## config.mk

```make
export PLATFORM = sky130hd
export DESIGN_NAME = adapter_e_outstream
export DESIGN_NICKNAME = d
export VERILOG_FILES = /design/src/rtl/adapter_stream_pkg.sv /design/src/rtl/adapter_fifo_ram.sv /design/src/rtl/adapter_e_outstream.sv
export SDC_FILE = /design/constraint.sdc
export NUM_CORES = 1
export LEC_CHECK = 0
export ABC_CLOCK_PERIOD_IN_PS = 4890
export CAP_MARGIN = 15
export CORE_ASPECT_RATIO = 1.2
export CORE_MARGIN = 1
export CORE_UTILIZATION = 39
export CTS_CLUSTER_DIAMETER = 200
export CTS_CLUSTER_SIZE = 25
export DETAILED_ROUTE_END_ITERATION = 8
export GPL_ROUTABILITY_DRIVEN = 1
export MAX_ROUTING_LAYER = met4
export PLACE_DENSITY = 0.69
export SKIP_CTS_REPAIR_TIMING = 1
export SLEW_MARGIN = 20
export SYNTH_ARGS = -nofsm -noshare
export SYNTH_HDL_FRONTEND = slang
export SYNTH_SLANG_ARGS = --single-unit
```

## constraint.sdc

```tcl
create_clock -name clk -period 4.89 [get_ports clk]
set_clock_uncertainty 0.1 [all_clocks]
set_input_delay 0.978 -clock clk [delete_from_list [all_inputs] [get_ports clk]]
set_output_delay 0.978 -clock clk [all_outputs]
set_load 0.1 [all_outputs]
```

## src/rtl/adapter_stream_pkg.sv

```systemverilog
// Shared definitions for the eInstream/eOutstream stream adapters:
// pointer-width helper, parameter sanity checks and handshake-state encodings.
package adapter_stream_pkg;

  typedef enum logic [0:0] {
    StIdle,
    StWaitAck
  } hs_state_e;

  function automatic int unsigned ptr_w(input int unsigned depth);
    return (depth > 1) ? $clog2(depth) : 1;
  endfunction

  function automatic bit depth_ok(input int unsigned depth);
    return (depth >= 2) && ((depth & (depth - 1)) == 0);
  endfunction

  function automatic bit pkt_len_ok(input int unsigned pkt_len);
    return pkt_len >= 1;
  endfunction

endpackage

```

## src/rtl/adapter_fifo_ram.sv

```systemverilog
// DEPTH x DATA_W register array: one synchronous write port, one asynchronous read port.
// Storage is deliberately not reset.
module adapter_fifo_ram
  import adapter_stream_pkg::*;
#(
  parameter int unsigned DATA_W = 8,
  parameter int unsigned DEPTH  = 4
) (
  input  logic                     clk,
  input  logic                     we,
  input  logic [ptr_w(DEPTH)-1:0]  waddr,
  input  logic [DATA_W-1:0]        wdata,
  input  logic [ptr_w(DEPTH)-1:0]  raddr,
  output logic [DATA_W-1:0]        rdata
);

  logic [DATA_W-1:0] mem [DEPTH];

  always_ff @(posedge clk) begin
    if (we) begin
      mem[waddr] <= wdata;
    end
  end

  assign rdata = mem[raddr];

endmodule

```

## src/rtl/adapter_e_outstream.sv

```systemverilog
// ap_hs accelerator output port to AXI4-Stream master through an elastic FIFO.
// Optional framing (out_r_tlast every PKT_LEN beats) under ADAPTER_E_OUTSTREAM_TLAST_EN.
module adapter_e_outstream
  import adapter_stream_pkg::*;
#(
  parameter int unsigned DATA_W  = 8,
  parameter int unsigned DEPTH   = 4,
  parameter int unsigned PKT_LEN = 1
) (
  input  logic                     clk,
  input  logic                     aresetn,
  input  logic [DATA_W-1:0]        in_V,
  input  logic                     in_V_ap_vld,
  output logic                     in_V_ap_ack,
  output logic                     out_r_tvalid,
  input  logic                     out_r_tready,
  output logic [DATA_W-1:0]        out_r_tdata,
  output logic [$clog2(DEPTH):0]   level
`ifdef ADAPTER_E_OUTSTREAM_TLAST_EN
  ,
  output logic                     out_r_tlast
`endif
);

  localparam int unsigned PtrW = ptr_w(DEPTH);
  localparam int unsigned CntW = PtrW + 1;
  localparam logic [CntW-1:0] FullCnt = CntW'(DEPTH);

  if (!depth_ok(DEPTH)) begin : g_bad_depth
    $error("adapter_e_outstream: DEPTH must be a power of two >= 2");
  end
  if (!pkt_len_ok(PKT_LEN)) begin : g_bad_pkt_len
    $error("adapter_e_outstream: PKT_LEN must be >= 1");
  end

  logic [PtrW-1:0] wr_ptr_q, rd_ptr_q;
  logic [CntW-1:0] count_q, count_d;
  logic            wr_en, rd_en;

  // Ack depends only on registered count so there is no vld->ack combinational path.
  assign in_V_ap_ack  = aresetn && (count_q != FullCnt);
  assign out_r_tvalid = (count_q != '0);
  assign level        = count_q;

  assign wr_en = in_V_ap_vld && in_V_ap_ack;
  assign rd_en = out_r_tvalid && out_r_tready;

  always_comb begin
    count_d = count_q;
    if (wr_en && !rd_en) begin
      count_d = count_q + CntW'(1);
    end else if (!wr_en && rd_en) begin
      count_d = count_q - CntW'(1);
    end
  end

  always_ff @(posedge clk or negedge aresetn) begin
    if (!aresetn) begin
      wr_ptr_q <= '0;
      rd_ptr_q <= '0;
      count_q  <= '0;
    end else begin
      if (wr_en) wr_ptr_q <= wr_ptr_q + PtrW'(1);
      if (rd_en) rd_ptr_q <= rd_ptr_q + PtrW'(1);
      count_q <= count_d;
    end
  end

  adapter_fifo_ram #(
    .DATA_W (DATA_W),
    .DEPTH  (DEPTH)
  ) u_ram (
    .clk   (clk),
    .we    (wr_en),
    .waddr (wr_ptr_q),
    .wdata (in_V),
    .raddr (rd_ptr_q),
    .rdata (out_r_tdata)
  );

`ifdef ADAPTER_E_OUTSTREAM_TLAST_EN
  localparam int unsigned BeatW = $clog2(PKT_LEN) + 1;
  localparam logic [BeatW-1:0] LastBeat = BeatW'(PKT_LEN - 1);

  logic [BeatW-1:0] beat_q, beat_d;

  always_comb begin
    beat_d = beat_q;
    if (rd_en) begin
      beat_d = (beat_q == LastBeat) ? '0 : beat_q + BeatW'(1);
    end
  end

  always_ff @(posedge clk or negedge aresetn) begin
    if (!aresetn) begin
      beat_q <= '0;
    end else begin
      beat_q <= beat_d;
    end
  end

  assign out_r_tlast = out_r_tvalid && (beat_q == LastBeat);
`endif

endmodule

```

======== After elaboration in Yosys (flattened, before gate mapping) ========
Memory sizes are Yosys's and may differ from the RTL's.
Index checks and enable logic that the tools add are counted.
storage, ports and cells
  register bits after elaboration ......... 7
  bits in writable memories ............... 32
  input port bits ......................... 12
  word-level logic and storage cells ...... 22
  memories ................................ 1
cells by class
  $add $sub $neg .......................... 4
  equal/unequal tests ..................... 1
  mux-type cells .......................... 4
  reduce and logical (&&, ||, !) cells .... 9
memories
  memory     words  width  rd ports  clocked after memory_dff  write ports  line                    RTL
  u_ram.mem  4      8      1         0                         1            adapter_fifo_ram.sv:17  logic [DATA_W-1:0] mem [DEPTH];
operator list
  kind                   count
  $mux W3                2
  $logic_and A1 B1 Y1    5
  $add A2 B1 Y2 const B  2
  $add A3 B1 Y3 const B  1
  $ne A3 B3 Y1 const B   1
  $reduce_bool A3 Y1     1
  $sub A3 B1 Y3 const B  1
  $logic_not A1 Y1       2
  $mux W1                2
  $reduce_bool A2 Y1     1

======== Longest topological paths before layout ========
  word-level depth ........................ 7
  gate-level depth with buffers ........... 8
  mapped depth without buffers ............ 8

======== By module ========
From an unflattened synthesis, not the netlist that was laid out.
unflattened totals
  cell total of the unflattened synthesis .. 73
  area total of the unflattened synthesis .. 1539.0 um^2
by module, submodules not included
  module               times used  cells each  area each (um^2)
  adapter_fifo_ram     1           46          1188.6
  adapter_e_outstream  1           27          350.3

======== Worst setup path after synthesis ========
No wires, ideal clock.
  path type ............................... reg2out
  from .................................... register count_q[0] (netlist: level[0])
  to ...................................... output in_V_ap_ack
  arrival ................................. 3.456 ns
  required time ........................... 3.812 ns
  setup slack ............................. 0.356 ns
  cell stages (with the launch flop) ...... 3
  buffers on the path ..................... 0
  cells stage by stage .................... dfrtp_1 -> nor2_1 -> a21boi_0
on the way
  cells in the longest elaborated chain, start to end .. 2
ends and longest elaborated chain
  what                    line                       RTL
  from (decl)             adapter_e_outstream.sv:37  logic [CntW-1:0] count_q, count_d;
  from (signal assigned)  adapter_e_outstream.sv:65  count_q <= count_d;
  $ne A3 B3 Y1            adapter_e_outstream.sv:41  assign in_V_ap_ack = aresetn && (count_q != FullCnt);
  $logic_and A1 B1 Y1     adapter_e_outstream.sv:41
  to (decl)               adapter_e_outstream.sv:14  output logic in_V_ap_ack,
No other way between the ends.

======== Final worst setup path ========
  from .................................... register rd_ptr_q[0]
  to ...................................... output out_r_tdata[2]
on the way
  cells in the longest elaborated chain, start to end .. 1
ends and longest elaborated chain
  what                    line                       RTL
  from (decl)             adapter_e_outstream.sv:36  logic [PtrW-1:0] wr_ptr_q, rd_ptr_q;
  from (signal assigned)  adapter_e_outstream.sv:64  if (rd_en) rd_ptr_q <= rd_ptr_q + PtrW'(1);
  $mem_v2 Z4 W8           -
  to (decl)               adapter_e_outstream.sv:17  output logic [DATA_W-1:0] out_r_tdata,
No other way between the ends.

==> run summary <==
Outcome - finished, final reports clean
Critical Path AT - 2.60 ns
M1 GR Usage - 14.58%
Clk buf depth - 2
Num rows - 25
Total global routing overflow - 0
Most common cell after layout, fill and taps aside - edfxtp_1
Setup TNS Final - 0 ns
Most Crowded Layer GR - met2
Max Clk Rate - 272.1 MHz
Nets - 125
CTS buffer count - 5
# setup viols final - 0
Clock transition at path regs - 0.07 ns
Drt total wl - 2.321 mm
Tot GR Track Use - 12.69%
Wirelength per Cell - 14.33 µm
Antenna viol nets, final - 0
Vias - 754
Clk Latency, worst-skew pair - 0.28 ns
Startpoint Class - register
Initial core utilization - 40.54%
Initial drt markers - 26
Drt drc - 0
Core area - 3941 µm²
Initial antenna violation count - 0
ANT cells - 0
First drt pass iteration count - 2
Top Ports - 25
Die area - 4358 µm²
RePlAce Congestion - 0.6465
Clock Sinks - 39
Fin crit share - 75.16%
Final count of hold timing violations - 0
Critical path class - reg -> out
Cell count after synthesis - 78
Worst-path maximum fanout - 10
Syn-to-layout area delta - 26.39%
Area share of the largest cell type after synthesis - 60.14%
Vias in the first global route - 739
Synth unique cells - 20
First-pass GRT wire length - 3.705 mm
Via-to-Cell Ratio - 4.654
M2 GR Usage - 19.17%
Most frequent cells in the layout - edfxtp_1 (32), clkdlybuf4s50_1 (23), mux4_2 (8)
CTS tree - done
Largest net degree at the start of global routing - 13
Yosys reg bits - 39
Max Cap Viol - 0
Max Slew Vio Count - 0
Type of the most critical hold path - reg -> reg
Share of cells above drive strength 1 - 20.37%
Worst Path Required - 3.81 ns
GR Layer Usage met3 - 5.169%
Clock H-tree levels - 2
Number of port buffers - 24
Final min period - 3.675 ns
Slew HR - 35.47%
Worst-Margin Slew - 0.9649 ns
Syn nets - 96
Clock root cell - clkbuf_8
Hpwl dp - 1.587 mm
Post-synth top area cell - edfxtp_1
Die Y - 72.12 µm
YS warnings - 0
Die W - 60.43 µm
RSZ-0062 raised after global routing - no
Sequential element share of the synthesized area - 71.10%
Ranking of synthesized cells by area - edfxtp_1 (60%), mux4_2 (11%), dfrtp_1 (11%)
Mapped cell area - 1598 µm²
CP Capture Type - primary output
Mean Syn Cell Area - 20.48 µm²
==> layer usage <==
layer	share of wire [%]	wire (µm)
met2	46	1068
met5	0	0
met3	5.9	137
met4	2.1	48
met1	46	1067
==> state kept, by name, summed over array words and instances, names as in the netlist <==
register / cells
u_ram.mem: 32
level: 3
rd_ptr_q: 2
wr_ptr_q: 2
==> worst max-delay path, cell delays in order (launching register included) <==
cell             delay [ns]
dfrtp_1                0.75
mux4_2                 0.58
clkdlybuf4s50_1        0.98
==> synth_stat cells (all sizes together) <==
library cell  number
a21boi             1
a21oi              1
and2               4
buf                1
clkbuf             1
dfrtp              7
edfxtp            32
fa                 1
ha                 5
inv                3
mux2               2
mux4               8
nand2              2
nand3              1
nor2               2
or3                1
xnor2              4
xor2               2
==> worst paths after layout <==
kind	end	start	slack (ns)	depth (start not counted)
max	out_r_tdata[2]	rd_ptr_q[0]	1.21	2
min reg2reg	level[0]	level[0]	0.48	1
min in group asynchronous	level[0]	aresetn	0.88	1
max reg2reg	level[2]	level[0]	2.71	8
min	level[0]	level[0]	0.48	1
max in group asynchronous	wr_ptr_q[1]	aresetn	3.54	1
==> cell type report <==
type / instances / area, µm²
clock buffer: 6 / 72.57
multi-input combinational: 34 / 434.2
timing repair buffer: 24 / 237.7
inverter: 3 / 11.26
fill: 340 / 1922
tap: 54 / 67.56
sequential: 39 / 1136
clock inverter: 2 / 60.06
==> per-stage QoR <==
stage	std cells	cell area [µm²]	hold slack (ns)	utilization (%)	setup WS (ns)
global placement	154	1887	0.4498	47.87	1.510
floorplan	78	1598	0.4348	-	0.3559
detailed placement	154	1887	0.4683	47.87	1.504
global route	162	2019	0.5263	51.24	1.127
CTS	162	2019	0.4916	51.24	1.187
finish	162	2019	0.4813	51.24	1.215
==> kinds of logic (layout without fill, tap and decap cells) <==
kind of cell | after synthesis | in the layout | share of synthesized area, %
AOI/OAI and AO/OA | 2 | 2 | 1.488
adders and majority gates | 6 | 6 | 5.168
buffers and inverters | 5 | 35 | 1.722
xor gates and xnor gates | 6 | 6 | 3.289
DFF | 39 | 39 | 71.10
and+or+nand+nor | 10 | 10 | 4.307
muxes | 10 | 10 | 12.92
Power is left out: the tool's default activity adds up to more than one toggle a clock period on the data nets, which glitch-free logic cannot reach.
==> patch 1 (same settings) <==
`DATA_W` is set to 8 in 2 places; all go to 7.
--- a/src/rtl/adapter_fifo_ram.sv
+++ b/src/rtl/adapter_fifo_ram.sv
@@ -3,7 +3,7 @@
 module adapter_fifo_ram
   import adapter_stream_pkg::*;
 #(
-  parameter int unsigned DATA_W = 8,
+  parameter int unsigned DATA_W = 7,
   parameter int unsigned DEPTH  = 4
 ) (
   input  logic                     clk,
--- a/src/rtl/adapter_e_outstream.sv
+++ b/src/rtl/adapter_e_outstream.sv
@@ -3,7 +3,7 @@
 module adapter_e_outstream
   import adapter_stream_pkg::*;
 #(
-  parameter int unsigned DATA_W  = 8,
+  parameter int unsigned DATA_W  = 7,
   parameter int unsigned DEPTH   = 4,
   parameter int unsigned PKT_LEN = 1
 ) (
Interface: changed (resized in_V and out_r_tdata); port bits go from 25 to 23. No check against the original RTL was run, so the function may have changed too.
==> patch 1 against the original RTL <==
- the run now ends with DRC left
- sequential cell count is 4 lower
- via count down 5.0%
- die area shrank 8.7%
- setup slack gained 69 ps
- sequential share of layout area decreased by 0.45 points
- hold slack improved by 2.5 ps
- wire length shrank 3.5%
- cell area is 9.9% lower
- synthesized area decreased by 8.9%
- highest routed layer unchanged
Power is not shown: default switching activity piles up to over one toggle a cycle in this logic, so the estimate is an artifact.
==> patch 1: results (changes against the original RTL) <==
* Vias in the first global route at 747 (+1.1%)
* Final nets at 117 (-6.4%)
* Adder-cell area share of the yosys netlist at 5.675% (+0.51 points)
* Met3 Routed Length at 130 µm (-5.1%)
* WL met1 at 920 µm (-14%)
* Ys async rst share at 20.00% (+2.1 points)
* Critical Path AT at 2530 ps (-70 ps)
* Max reg flops at 28 (-13%)
* Global Route Usage Sum at 13.84% (+1.2 points)
* Failing checks: DRC
* Fraction of layout cells with a size suffix above 1 at 21.78% (+1.4 points)
* Post-synth EDFFs at 28 (-13%)
* Hpwl dp at 1574 µm (-0.81%)
* Routed wire per std cell at 16.23 µm (+13%)
* Area contributors post-synth: edfxtp_1, dfrtp_1, mux4_2, ha_1, xnor2_1
* Fillers at 285 (-16%)
* RD Place Congestion at 0.6783 (+4.9%)
* First drt pass iteration count at 6 (+4)
* Mux cell area share after synthesis at 12.64% (-0.28 points)
* Status: complete, but fails checks
* Rel. slew slack at 34.87% (-0.61 points)
* Post-synth top cells: edfxtp_1, dfrtp_1, mux4_2, ha_1
* DRT iter0 DRCs at 14 (-46%)
* # DRC at 2 (+2)
* Synth Net Count at 90 (-6.3%)
* WL met2 at 1138 µm (+6.6%)
* Synth Area in Compound Gates at 1.634% (+0.15 points)
* # port buffers at 22 (-8.3%)
-- patch 1: cell types whose count changed after synthesis --
cell,change
edfxtp_1,-4
mux4_2,-1
-- patch 1: metrics by stage --
| stage | instance area (µm²) | util (%) | setup slack, ps | hold slack [ps] | std cells |
|---|---|---|---|---|---|
| after global routing | 1821 | 52.72 | 1167 | 497.2 | 138 |
| after CTS | 1821 | 52.72 | 1249 | 486.8 | 138 |
| final | 1821 | 52.72 | 1284 | 483.8 | 138 |
| after floorplan | 1455 | - | 355.9 | 434.8 | 73 |
| after detailed placement | 1703 | 49.31 | 1445 | 473.1 | 130 |
| after global placement | 1703 | 49.31 | 1537 | 457.3 | 130 |
-- patch 1: cells by family after synthesis --
kind of cell	count (synthesis)
flops	35
simple gates	10
mux	9
xor+xnor	6
fa+ha+maj	6
buf+inv	5
compound gates	2
-- patch 1: cell type report --
class                      instances  area, µm²  area share, %
timing repair buffer              22      217.7          11.96
inverter                           3      11.26         0.6186
tap                               37      46.29          2.543
sequential                        35       1016          55.81
multi-input combinational         33      411.6          22.61
clock buffer                       6      82.58          4.536
clock inverter                     2      35.03          1.924
-- patch 1: critical path: cells and delay by family, from the launching register on --
family | cells | cell delay, ps
flip-flops | 1 | 700
buffers and inverters | 1 | 980
multiplexers | 1 | 570
-- patch 1: metal layers --
metal / GRT usage (%) / vias to the layer above
met1: 14.71 / 358
met2: 22.82 / 24
met4: 7.143 / 0
met5: - / -
met3: 5.224 / 5
li1: - / 329
-- patch 1: final timing paths --
check	start	endpoint	slack [ps]	cells past startpoint
worst max-delay path	rd_ptr_q[0]$_DFFE_PN0P_	out_r_tdata[0]	1280	2
worst min-delay path	wr_ptr_q[1]$_DFFE_PN0P_	wr_ptr_q[1]$_DFFE_PN0P_	480	1
worst max register to register	level[0]$_DFFE_PN0P_	level[2]$_DFFE_PN0P_	2650	8
worst min register to register	wr_ptr_q[1]$_DFFE_PN0P_	wr_ptr_q[1]$_DFFE_PN0P_	480	1
max in group asynchronous	aresetn	rd_ptr_q[0]$_DFFE_PN0P_	3540	1
min in group asynchronous	aresetn	rd_ptr_q[1]$_DFFE_PN0P_	880	1
==> patch 2 (config.mk and constraints unchanged) <==
Made on the original files. Put one more register stage on the output `level`, cleared by the reset. The value now appears one clock later. The other outputs are not delayed to match.
--- a/src/rtl/adapter_e_outstream.sv
+++ b/src/rtl/adapter_e_outstream.sv
@@ -40,7 +40,13 @@
   // Ack depends only on registered count so there is no vld->ack combinational path.
   assign in_V_ap_ack  = aresetn && (count_q != FullCnt);
   assign out_r_tvalid = (count_q != '0);
-  assign level        = count_q;
+  always_ff @(posedge clk or negedge aresetn) begin
+    if (!aresetn) begin
+      level <= '0;
+    end else begin
+      level <= count_q;
+    end
+  end
 
   assign wr_en = in_V_ap_vld && in_V_ap_ack;
   assign rd_en = out_r_tvalid && out_r_tready;
Formal check against the unedited RTL: not equivalent (Yosys sat finds a counterexample within 4 cycles, from zero or initial values and one cycle with aresetn low).
==> patch 2 against the original RTL <==
- non-clock buffer count stayed put
- via count grew 4.9%
- setup slack lost 20 ps
- synthesized area grew 4.7%
- sequential cell count is 3 higher
- cell area increased by 1.4%
- wire length up 8.4%
- critical path type unchanged
Power is left out: the tool's default activity adds up to more than one toggle a clock period on the data nets, which glitch-free logic cannot reach.
==> patch 2: results (changes against the original RTL) <==
* Status: finished, final reports clean
* Hpwl dp at 1738 µm (+9.5%)
* Initial antenna violation count at 0 (unchanged)
* Largest net degree at the start of global routing at 14 (+1)
* Critical R2R Launch: count_q[0]$_DFFE_PN0P_
* Actual slew at the worst max-slew pin at 969.4 ps (+4.540 ps)
* Reg2Reg Depth at 8 (unchanged)
* DRT iter0 DRCs at 32 (+23%)
* Post-synth top cells: edfxtp_1, dfrtp_1, mux4_2, ha_1
* Grt met1 use at 15.57% (+0.99 points)
* Routed wire per std cell at 15.24 µm (+6.4%)
* Cell variety after synth at 20 (unchanged)
* Overflow after GRT at 0 (unchanged)
* Adder-cell area share of the yosys netlist at 4.936% (-0.23 points)
* Global Route Usage Sum at 13.63% (+0.93 points)
* Ant diodes at 0 (unchanged)
* Reg-to-reg endpoint: count_q[2]$_DFFE_PN0P_
* Clock root cell: clkbuf_8
* Largest registers: u_ram.mem x32, count_q x3, level x3
* Max H-tree Level at 2 (unchanged)
* Post-Place Cells at 157 (+1.9%)
* TritonCTS Buffers at 5 (unchanged)
* Met3 usage at 4.754% (-0.42 points)
* First drt pass iteration count at 4 (+2)
* Fillers at 330 (-2.9%)
* Avg Inst Size Synth at 20.65 µm² (+0.82%)
* Synth Net Count at 99 (+3.1%)
* Xor-xnor portion of the synthesized cell area at 3.141% (-0.15 points)
* Final nets at 128 (+2.4%)
* Ys async rst share at 23.81% (+5.9 points)
* Largest family of logic cells by synthesized area: multiplexers
* WHS at 383.1 ps (-98.25 ps)
* Post-synth EDFFs at 32 (unchanged)
* Global-route wire length before repair at 4091 µm (+10%)
* Worst R2R Setup Slack at 2600 ps (-110 ps)
* Fraction of layout cells with a size suffix above 1 at 19.82% (-0.55 points)
* Main synth FF type: edfxtp_1
* Vias in the first global route at 834 (+13%)
* Area contributors post-synth: edfxtp_1, dfrtp_1, mux4_2, ha_1, xnor2_1
* Mux cell area share after synthesis at 12.34% (-0.58 points)
* Synth Area in Compound Gates at 1.421% (-0.067 points)
* Synthesis Warnings at 0 (unchanged)
* Critical Path AT at 2620 ps (+20 ps)
* Via-per-instance ratio at 4.794 (+3.0%)
* Grt met2 use at 21.03% (+1.9 points)
* Finished Layout Cells at 165 (+1.9%)
* RD Place Congestion at 0.6731 (+4.1%)
* Sequential share of the synthesized area at 72.40% (+1.3 points)
-- patch 2: changes by cell type after synthesis --
| cell | before | now |
|---|---|---|
| dfrtp_1 | 7 | 10 |
-- patch 2: how the worst min path moves through the flow --
stage,start,to,cells after the start
3_3_place_gp,count_q[1]$_DFFE_PN0P_,level[1]$_DFF_PN0_,0
6_report,count_q[1]$_DFFE_PN0P_,level[1]$_DFF_PN0_,0
3_5_place_dp,count_q[1]$_DFFE_PN0P_,level[1]$_DFF_PN0_,0
4_1_cts,count_q[1]$_DFFE_PN0P_,level[1]$_DFF_PN0_,0
5_1_grt,count_q[1]$_DFFE_PN0P_,level[1]$_DFF_PN0_,0
2_1_floorplan,count_q[1]$_DFFE_PN0P_,level[1]$_DFF_PN0_,0
-- patch 2: cell families after synthesis --
group / after synthesis
simple gates: 10
compound gates: 2
fa+ha+maj: 6
xor+xnor: 6
buf+inv: 5
flops: 42
mux: 10
-- patch 2: final cells by class --
type | instances | area share [%]
tap | 54 | 3.301
timing repair buffer | 24 | 11.61
sequential | 42 | 59.17
multi-input combinational | 34 | 21.21
clock buffer | 5 | 3.362
clock inverter | 3 | 0.7946
inverter | 3 | 0.5501
-- patch 2: routing by layer --
metal  part of all wire (%)  wire [µm]
met5                      0          0
met4                    2.0         51
met3                    5.6        140
met2                     50       1252
met1                     43       1071
-- patch 2: per-stage QoR --
stage	setup slack, ps	cell area [µm²]	utilization [%]
floorplan	644.5	1673	-
global placement	1484	1962	48.62
detailed placement	1332	1962	48.62
CTS	1146	2047	50.73
global route	1084	2047	50.73
finish	1195	2047	50.73
-- patch 2: critical path: stages (launching register included) --
cell	delay (ps)
dfrtp_1	750
mux4_2	580
clkdlybuf4s50_1	980
